$ cat src/rtl/audio_pkg.sv
// Shared audio-path definitions: sample/bus widths, saturation limits and the
// packet FSM state encoding used by the AXIS volume stage.
package audio_pkg;

   localparam int SAMPLE_W = 24;
   localparam int AXIS_W   = 32;

   localparam logic [SAMPLE_W-1:0] SAMPLE_MAX = 24'h7FFFFF;
   localparam logic [SAMPLE_W-1:0] SAMPLE_MIN = 24'h800000;

   typedef enum logic [2:0] {
      RX_L,
      RX_R,
      CALC,
      TX_L,
      TX_R
   } state_t;

endpackage

$ cat src/rtl/gain_sat.sv
// Combinational gain stage: signed sample times unsigned gain code, arithmetic
// shift by VOL_W-1 (unity at code 2^(VOL_W-1)), then clamp to sample range.
module gain_sat #(
   parameter int SAMPLE_W = 24,
   parameter int VOL_W    = 4
) (
   input  logic [SAMPLE_W-1:0] x_i,
   input  logic [VOL_W-1:0]    gain_i,
   output logic [SAMPLE_W-1:0] y_o
);

   localparam int PROD_W = SAMPLE_W + VOL_W + 1;

   logic signed [PROD_W-1:0] x_ext;
   logic signed [PROD_W-1:0] g_ext;
   logic signed [PROD_W-1:0] prod;
   logic signed [PROD_W-1:0] shifted;
   logic signed [PROD_W-1:0] lim_hi;
   logic signed [PROD_W-1:0] lim_lo;

   // Multiply at full width so the product never wraps, shift, then saturate
   always_comb begin
      x_ext   = {{(VOL_W + 1){x_i[SAMPLE_W-1]}}, x_i};
      g_ext   = {{(SAMPLE_W + 1){1'b0}}, gain_i};
      prod    = x_ext * g_ext;
      shifted = prod >>> (VOL_W - 1);

      lim_hi                 = '0;
      lim_hi[SAMPLE_W-2:0]   = '1;
      lim_lo                 = '1;
      lim_lo[SAMPLE_W-2:0]   = '0;

      if (shifted > lim_hi) begin
         y_o = lim_hi[SAMPLE_W-1:0];
      end else if (shifted < lim_lo) begin
         y_o = lim_lo[SAMPLE_W-1:0];
      end else begin
         y_o = shifted[SAMPLE_W-1:0];
      end
   end

endmodule

$ cat src/rtl/axis_volume.sv
// AXIS stereo volume stage: buffers one L/R packet, applies a latched gain
// with saturation (or mute) to both channels, and replays it back-to-back.
module axis_volume #(
   parameter int VOL_W    = 4,
   parameter int SAMPLE_W = 24
) (
   input  logic             i_clk,
   input  logic             i_rst,
   input  logic [VOL_W-1:0] i_vol,
   input  logic             i_mute,
   input  logic [31:0]      axis_s_data,
   input  logic             axis_s_vld,
   output logic             axis_s_rdy,
   input  logic             axis_s_last,
   output logic [31:0]      axis_m_data,
   output logic             axis_m_vld,
   input  logic             axis_m_rdy,
   output logic             axis_m_last
);

   import audio_pkg::*;

   state_t               state_q, state_d;
   logic [VOL_W-1:0]     vol_s1_q, vol_s2_q, gain_q;
   logic                 mute_s1_q, mute_s2_q, mute_q;
   logic [SAMPLE_W-1:0]  l_q, r_q, yr_q;
   logic [SAMPLE_W-1:0]  yl_w, yr_w, yl_sel, yr_sel;
   logic                 s_rdy_q, m_vld_q, m_last_q;
   logic [AXIS_W-1:0]    m_data_q;
   logic                 s_hs;
   logic                 unused_s_hi;

   assign s_hs        = axis_s_vld & s_rdy_q;
   assign unused_s_hi = ^axis_s_data[AXIS_W-1:SAMPLE_W];

   gain_sat #(.SAMPLE_W(SAMPLE_W), .VOL_W(VOL_W)) u_gain_l (
      .x_i    (l_q),
      .gain_i (gain_q),
      .y_o    (yl_w)
   );

   gain_sat #(.SAMPLE_W(SAMPLE_W), .VOL_W(VOL_W)) u_gain_r (
      .x_i    (r_q),
      .gain_i (gain_q),
      .y_o    (yr_w)
   );

   assign yl_sel = mute_q ? '0 : yl_w;
   assign yr_sel = mute_q ? '0 : yr_w;

   // Packet sequencing: receive L, receive R, compute, send L, send R
   always_comb begin
      state_d = state_q;
      unique case (state_q)
         RX_L:    if (s_hs && !axis_s_last) state_d = RX_R;
         RX_R:    if (s_hs && axis_s_last)  state_d = CALC;
         CALC:    state_d = TX_L;
         TX_L:    if (axis_m_rdy) state_d = TX_R;
         TX_R:    if (axis_m_rdy) state_d = RX_L;
         default: state_d = RX_L;
      endcase
   end

   // State, synchronisers, sample capture and registered AXIS outputs
   always_ff @(posedge i_clk) begin
      if (i_rst) begin
         state_q   <= RX_L;
         vol_s1_q  <= '0;
         vol_s2_q  <= '0;
         mute_s1_q <= 1'b0;
         mute_s2_q <= 1'b0;
         gain_q    <= '0;
         mute_q    <= 1'b0;
         l_q       <= '0;
         r_q       <= '0;
         yr_q      <= '0;
         s_rdy_q   <= 1'b0;
         m_vld_q   <= 1'b0;
         m_last_q  <= 1'b0;
         m_data_q  <= '0;
      end else begin
         vol_s1_q  <= i_vol;
         vol_s2_q  <= vol_s1_q;
         mute_s1_q <= i_mute;
         mute_s2_q <= mute_s1_q;

         state_q   <= state_d;
         s_rdy_q   <= (state_d == RX_L) || (state_d == RX_R);
         m_vld_q   <= (state_d == TX_L) || (state_d == TX_R);
         m_last_q  <= (state_d == TX_R);

         unique case (state_q)
            RX_L: begin
               if (s_hs && !axis_s_last) begin
                  l_q    <= axis_s_data[SAMPLE_W-1:0];
                  gain_q <= vol_s2_q;
                  mute_q <= mute_s2_q;
               end
            end
            RX_R: begin
               if (s_hs) begin
                  if (axis_s_last) begin
                     r_q <= axis_s_data[SAMPLE_W-1:0];
                  end else begin
                     // A second left word restarts the packet on the newest L
                     l_q    <= axis_s_data[SAMPLE_W-1:0];
                     gain_q <= vol_s2_q;
                     mute_q <= mute_s2_q;
                  end
               end
            end
            CALC: begin
               yr_q     <= yr_sel;
               m_data_q <= {{(AXIS_W - SAMPLE_W){1'b0}}, yl_sel};
            end
            TX_L: begin
               if (axis_m_rdy) m_data_q <= {{(AXIS_W - SAMPLE_W){1'b0}}, yr_q};
            end
            default: ;
         endcase
      end
   end

   assign axis_s_rdy  = s_rdy_q;
   assign axis_m_vld  = m_vld_q;
   assign axis_m_last = m_last_q;
   assign axis_m_data = m_data_q;

endmodule

$ cat config.mk
export PLATFORM = sky130hd
export DESIGN_NAME = axis_volume
export DESIGN_NICKNAME = d
export VERILOG_FILES = /design/src/rtl/audio_pkg.sv /design/src/rtl/gain_sat.sv /design/src/rtl/axis_volume.sv
export SDC_FILE = /design/constraint.sdc
export NUM_CORES = 1
export LEC_CHECK = 0
export ABC_AREA = 0
export BUFFER_PORTS_ARGS = -buffer_cell sky130_fd_sc_hd__buf_2
export CAP_MARGIN = 20
export CORE_ASPECT_RATIO = 1.2
export CORE_MARGIN = 4
export CORE_UTILIZATION = 46
export CTS_BUF_LIST = sky130_fd_sc_hd__clkbuf_16
export CTS_CLUSTER_DIAMETER = 50
export DETAILED_ROUTE_END_ITERATION = 12
export SLEW_MARGIN = 0
export SYNTH_ARGS = -nofsm -noshare
export SYNTH_HDL_FRONTEND = slang
export SYNTH_HIERARCHICAL = 1
export SYNTH_SLANG_ARGS = --single-unit
$ cat constraint.sdc
create_clock -name i_clk -period 10.6 [get_ports i_clk]
set_input_delay 2.12 -clock i_clk [delete_from_list [all_inputs] [get_ports i_clk]]
set_output_delay 2.12 -clock i_clk [all_outputs]
set_load 0.005 [all_outputs]
Yosys cells after proc, flatten, opt, wreduce, memory -nomap -nowiden

Index checks and enable logic that the tools add are counted.

$mul: 2
Order comparisons: 4
Equality and inequality tests: 11
Mux-type cells: 25
Bitwise gates (word level): 1
Reductions and logical operators: 12

Operators by type and width:

| cell                   | number |
|---|---|
| $mux W24               | 9 |
| $pmux W32 S2           | 1 |
| $mul A24 B5 Y29        | 2 |
| $gt A26 B24 Y1 const B | 2 |
| $lt A26 B24 Y1 const B | 2 |
| $pmux W24 S2           | 1 |
| $mux W32               | 1 |
| $pmux W3 S5            | 1 |
| $mux W3                | 4 |
| $mux W4                | 3 |
| $eq A3 B2 Y1 const B   | 3 |
| $ne A2 B2 Y1 const B   | 4 |
| $pmux W4 S2            | 1 |
| $eq A3 B1 Y1 const B   | 2 |
| $eq A3 B3 Y1 const B   | 2 |
| $logic_not A3 Y1       | 2 |
| $reduce_and A4 Y1      | 1 |
| $reduce_bool A2 Y1     | 2 |
| $mux W1                | 3 |
| $reduce_and A3 Y1      | 1 |
| $logic_and A1 B1 Y1    | 2 |
| $logic_or A1 B1 Y1     | 2 |
| $pmux W1 S2            | 1 |
| $reduce_and A2 Y1      | 1 |
| other kinds (2)        | 2 |

Flip-flop bits (word level): 125
Output and inout bits: 35
Word-level logic and storage cells: 69

Logic depth before layout (Yosys ltp)

Depth in word-level cells: 6
Gate-level depth with buffers: 20
Gate-level depth less buffers: 18

Hierarchy

Netlist, hierarchy kept.

Modules (own cells, without submodules):

| module               | instances | cells each | area an instance (um2) |
|---|---|---|---|
| axis_volume          | 1         | 518        | 4983.5 |
| gain_sat at u_gain_r | 1         | 509        | 3988.8 |
| gain_sat at u_gain_l | 1         | 512        | 3941.3 |

Least setup slack after synthesis

No wires, ideal clock.

Path type: reg-to-reg
From: reg gain_q[2]
To: reg m_data_q[21] (netlist: axis_m_data[21])
Library setup time: 0.091 ns
Data arrival time: 4.537 ns
Slack: 5.972 ns
Stages on the path, launching flop included: 20
Buffers on the path: 2
Period minus slack after synthesis: 4.628 ns
Path through: dfxtp_1 > clkbuf_1 > and2_1 > ha_1 > fa_1 > inv_1 > fa_1 > inv_1 > ha_1 > a21o_1 > a221o_1 > a41oi_1 > o21ai_2 > a21oi_2 > xnor2_1 > o21a_1 > buf_2 > a21o_1 > nand3b_1 > a311oi_1

Longest elaborated chain between the ends: 6
Elaborated cells on any way between the ends: 7
Classes of those cells: mul: 1; order compare: 2; mux: 4

Ends and longest elaborated chain:

| what                     | RTL line           | text |
|---|---|---|
| start: declaration       | axis_volume.sv:24  | `logic [VOL_W-1:0] vol_s1_q, vol_s2_q, gain_q;` |
| start signal: assignment | axis_volume.sv:96  | `gain_q <= vol_s2_q;` |
| start signal: assignment | axis_volume.sv:107 | `gain_q <= vol_s2_q;` |
| $mul A24 B5 Y29 *        | gain_sat.sv:25     | `prod = x_ext * g_ext;` |
| $lt A26 B24 Y1           | gain_sat.sv:35     | `end else if (shifted < lim_lo) begin` |
| $mux W24                 | gain_sat.sv:35     |  |
| $mux W24 *               | gain_sat.sv:33     | `if (shifted > lim_hi) begin` |
| named net yl_w[21]       | axis_volume.sv:27  | `logic [SAMPLE_W-1:0] yl_w, yr_w, yl_sel, yr_sel;` |
| $mux W24 *               | axis_volume.sv:48  | `assign yl_sel = mute_q ? '0 : yl_w;` |
| $pmux W32 S2 *           | axis_volume.sv:92  | `unique case (state_q)` |
| end signal: assignment   | axis_volume.sv:114 | `m_data_q <= {{(AXIS_W - SAMPLE_W){1'b0}}, yl_sel};` |
| end signal: assignment   | axis_volume.sv:117 | `if (axis_m_rdy) m_data_q <= {{(AXIS_W - SAMPLE_W){1'b0}}, yr_q};` |
| end: declaration         | axis_volume.sv:29  | `logic [AXIS_W-1:0] m_data_q;` |

The timed path passes the listed nets; every way through them passes the cells marked *.
A chain may end at the register's enable or synchronous reset.

Final worst setup path

From: reg gain_q[2]
To: reg m_data_q[22] (netlist: axis_m_data[22])

Same word-level chain as after synthesis.

==> results.json <==
{
  "yosys.area.top_type": "dfxtp_1",
  "clock_latency_ns": 0.43,
  "synth_cell_type_count": 82,
  "setup_viol": 0,
  "grt_usage": 0.220,
  "detail-route-antenna-nets": 0,
  "grt_max_degree": 88,
  "worstSetupEndpointType": "flip-flop",
  "worstPathMaxFanout": 50,
  "synth.top_cell.area_share": 0.181,
  "synth-edff-count": 0,
  "cap_violations": 0,
  "synth_top_flop_cell": "dfxtp_1",
  "synth-warning-count": 6,
  "drt_iter0_markers": 507,
  "cts_buffers": 17,
  "grtUsageMet1": 0.259,
  "area_growth_pct": 7.20,
  "cts_hold_buf": 0,
  "hold_path.class": "reg2reg",
  "netlist_instances": 1539,
  "seqCellArea_um2": 2340,
  "rsz0062_at_grt": "false",
  "die_w_um": 161,
  "grt_overflow": 0,
  "vias_per_cell": 5.33,
  "fin_crit_sh": 0.529,
  "ioPinCount": 77,
  "cts_max_path_buffers": 2,
  "htreeDepth": 4,
  "place_ws_ns": 5.00,
  "fin_setup_tns_ns": 0,
  "drive_gt1_frac": 0.0847,
  "post-dp-hpwl_um": 25100,
  "fmax_mhz": 178,
  "fin_crit_ns": 5.60,
  "cts_root_buf": "clkbuf_16",
  "met3_usage": 0.0207,
  "synth.avg_cell_area_um2": 8.39,
  "arrival_ns": 5.94,
  "fillers": 2726,
  "yosysMostFrequentCell": "inv_1",
  "first_global_vias": 10600,
  "slew-limit-headroom": 0.374,
  "ys_ff_latch": 117,
  "die_h_um": 192,
  "p_leak_nw": 6.87,
  "synth_common_cells": "inv_1 (199), and2_1 (144), nand2_1 (137)",
  "grt_pass1_wl_um": 54300,
  "slew_violations": 0,
  "dr.pass1.iters": 4,
  "antenna_found_initial": 0,
  "clk_pin_slew_ns": 0.06,
  "cp-start-kind": "flip-flop",
  "dp.cells": 1900,
  "clock-sinks": 117,
  "async_flop_share": 0,
  "drt-total-wl_um": 32900,
  "cts_resized": 0,
  "place_congestion": 0.881,
  "num_vias": 10300,
  "met2_usage": 0.413,
  "port_buffers": 60,
  "post_cts_buffers": 0,
  "final_nets": 1794,
  "max_slew.worst_pin.slew_ns": 0.939,
  "busiest_layer": "met2",
  "core_um2": 27400,
  "powerDensity_nw_per_um2": 78.1,
  "hold_viol": 0,
  "std_cell_rows": 66,
  "initial_utilization": 0.471,
  "drc": 0,
  "setup_ws_ns": 5.00,
  "synth.yosys.seq_area_share": 0.181,
  "dieArea_um2": 30800,
  "timing_worst_setup_path_type": "reg2reg",
  "multi_input_area_um2": 9340,
  "status": "complete, no violations",
  "cts_tree": "built",
  "clock_skew_ns": 0.0101,
  "post_drt_wl_per_cell_um": 17.0,
  "ir_drop_v": 0.0000752,
  "netlist_area_um2": 12900,
  "instances_no_fill": 1934,
  "synth_area_leaders": "dfxtp_1 (18%), fa_1 (15%), ha_1 (10%)",
  "worst_ep_required_time_ns": 10.94
}
==> per-layer routing <==
layer  vias to the layer above  wire [µm]
met2                       133      17300
met1                      5017      14000
met5                         -          0
li1                       5105          -
met4                         0       1040
met3                        56        611
==> worst max-delay path, cell delays in order, from the launching register on <==
cell and delay, ns:
dfxtp_1 0.31, buf_4 0.42, and2_1 0.21, ha_1 0.25
fa_1 0.53, inv_1 0.06, fa_1 0.54, inv_1 0.04
ha_1 0.38, a21o_1 0.23, a221o_1 0.32, a41oi_1 0.36
o21ai_2 0.18, a21oi_2 0.16, xnor2_1 0.19, o21a_1 0.70
a41o_1 0.23, nand3b_1 0.12, a311oi_1 0.25
==> metrics by stage <==
stage | hold WS [ns] | utilization | area, µm² | total power, mW
5_1_grt | 0.450 | 0.505 | 13800 | 1.12
3_5_place_dp | 0.425 | 0.484 | 13300 | 0.532
6_report | 0.438 | 0.505 | 13800 | 1.08
4_1_cts | 0.439 | 0.504 | 13800 | 1.09
2_1_floorplan | 0.414 | - | 12900 | 0.509
3_3_place_gp | 0.423 | 0.484 | 13300 | 0.531
==> where the power goes <==
group          switching (mW)  internal (mW)  leakage [nW]
clock network           0.236          0.322         0.266
registers             0.00984          0.449         0.948
logic                  0.0381         0.0254          5.66
total                   0.284          0.797          6.87
==> flip-flops by register name, indices dropped and copies added, names as in the netlist, 3 cells and up <==
signal       cells
l_q             24
axis_m_data     24
r_q             24
yr_q            24
vol_s2_q         4
vol_s1_q         4
state_q          3
gain_q           4
==> final cells by class <==
cell class	count	area share
Antenna cell	1	0.000181
Tap cell	374	0.0338
Clock buffer	17	0.0307
Sequential cell	117	0.169
Inverter	200	0.0542
Multi-Input combinational cell	1141	0.674
Clock inverter	15	0.00931
Timing Repair Buffer	69	0.0282
==> layout by cell type (no fill, tap or decap), types with 17 or more instances in the layout <==
master and count:
a21o_1 44, o21ai_0 20, inv_1 199, nor2_1 34
nand2_1 137, mux2i_1 54, ha_1 108, a21oi_1 104
and2_1 144, clkbuf_16 17, a311oi_1 25, o21a_1 18
buf_2 59, nor2b_1 17, dfxtp_1 117, nand2b_1 87
xor2_1 21, xnor2_1 27, fa_1 98, nand3b_1 51
==> path summary, 6_finish.rpt <==
kind	from	end	slack [ns]	depth (start not counted)
worst max-delay path	gain_q[2]	axis_m_data[22]	5.00	18
worst min register to register	mute_s1_q	mute_s2_q	0.44	1
worst min-delay path	mute_s1_q	mute_s2_q	0.44	1
worst max register to register	gain_q[2]	axis_m_data[22]	5.00	18
==> kinds of logic (layout without fill, tap and decap cells) <==
logic type,count (synthesis),count (layout),synth area share
AO/OA/AOI/OAI,288,288,0.152
XOR/XNOR,48,48,0.0326
other,1,9,0.000290
multiplexers,54,54,0.0419
flip-flops,117,117,0.181
adder cells (fa/ha/maj),206,206,0.257
buffers and inverters,288,301,0.0978
AND/OR/NAND/NOR,537,537,0.237
Note: power is estimated with default switching activity, not from simulation.
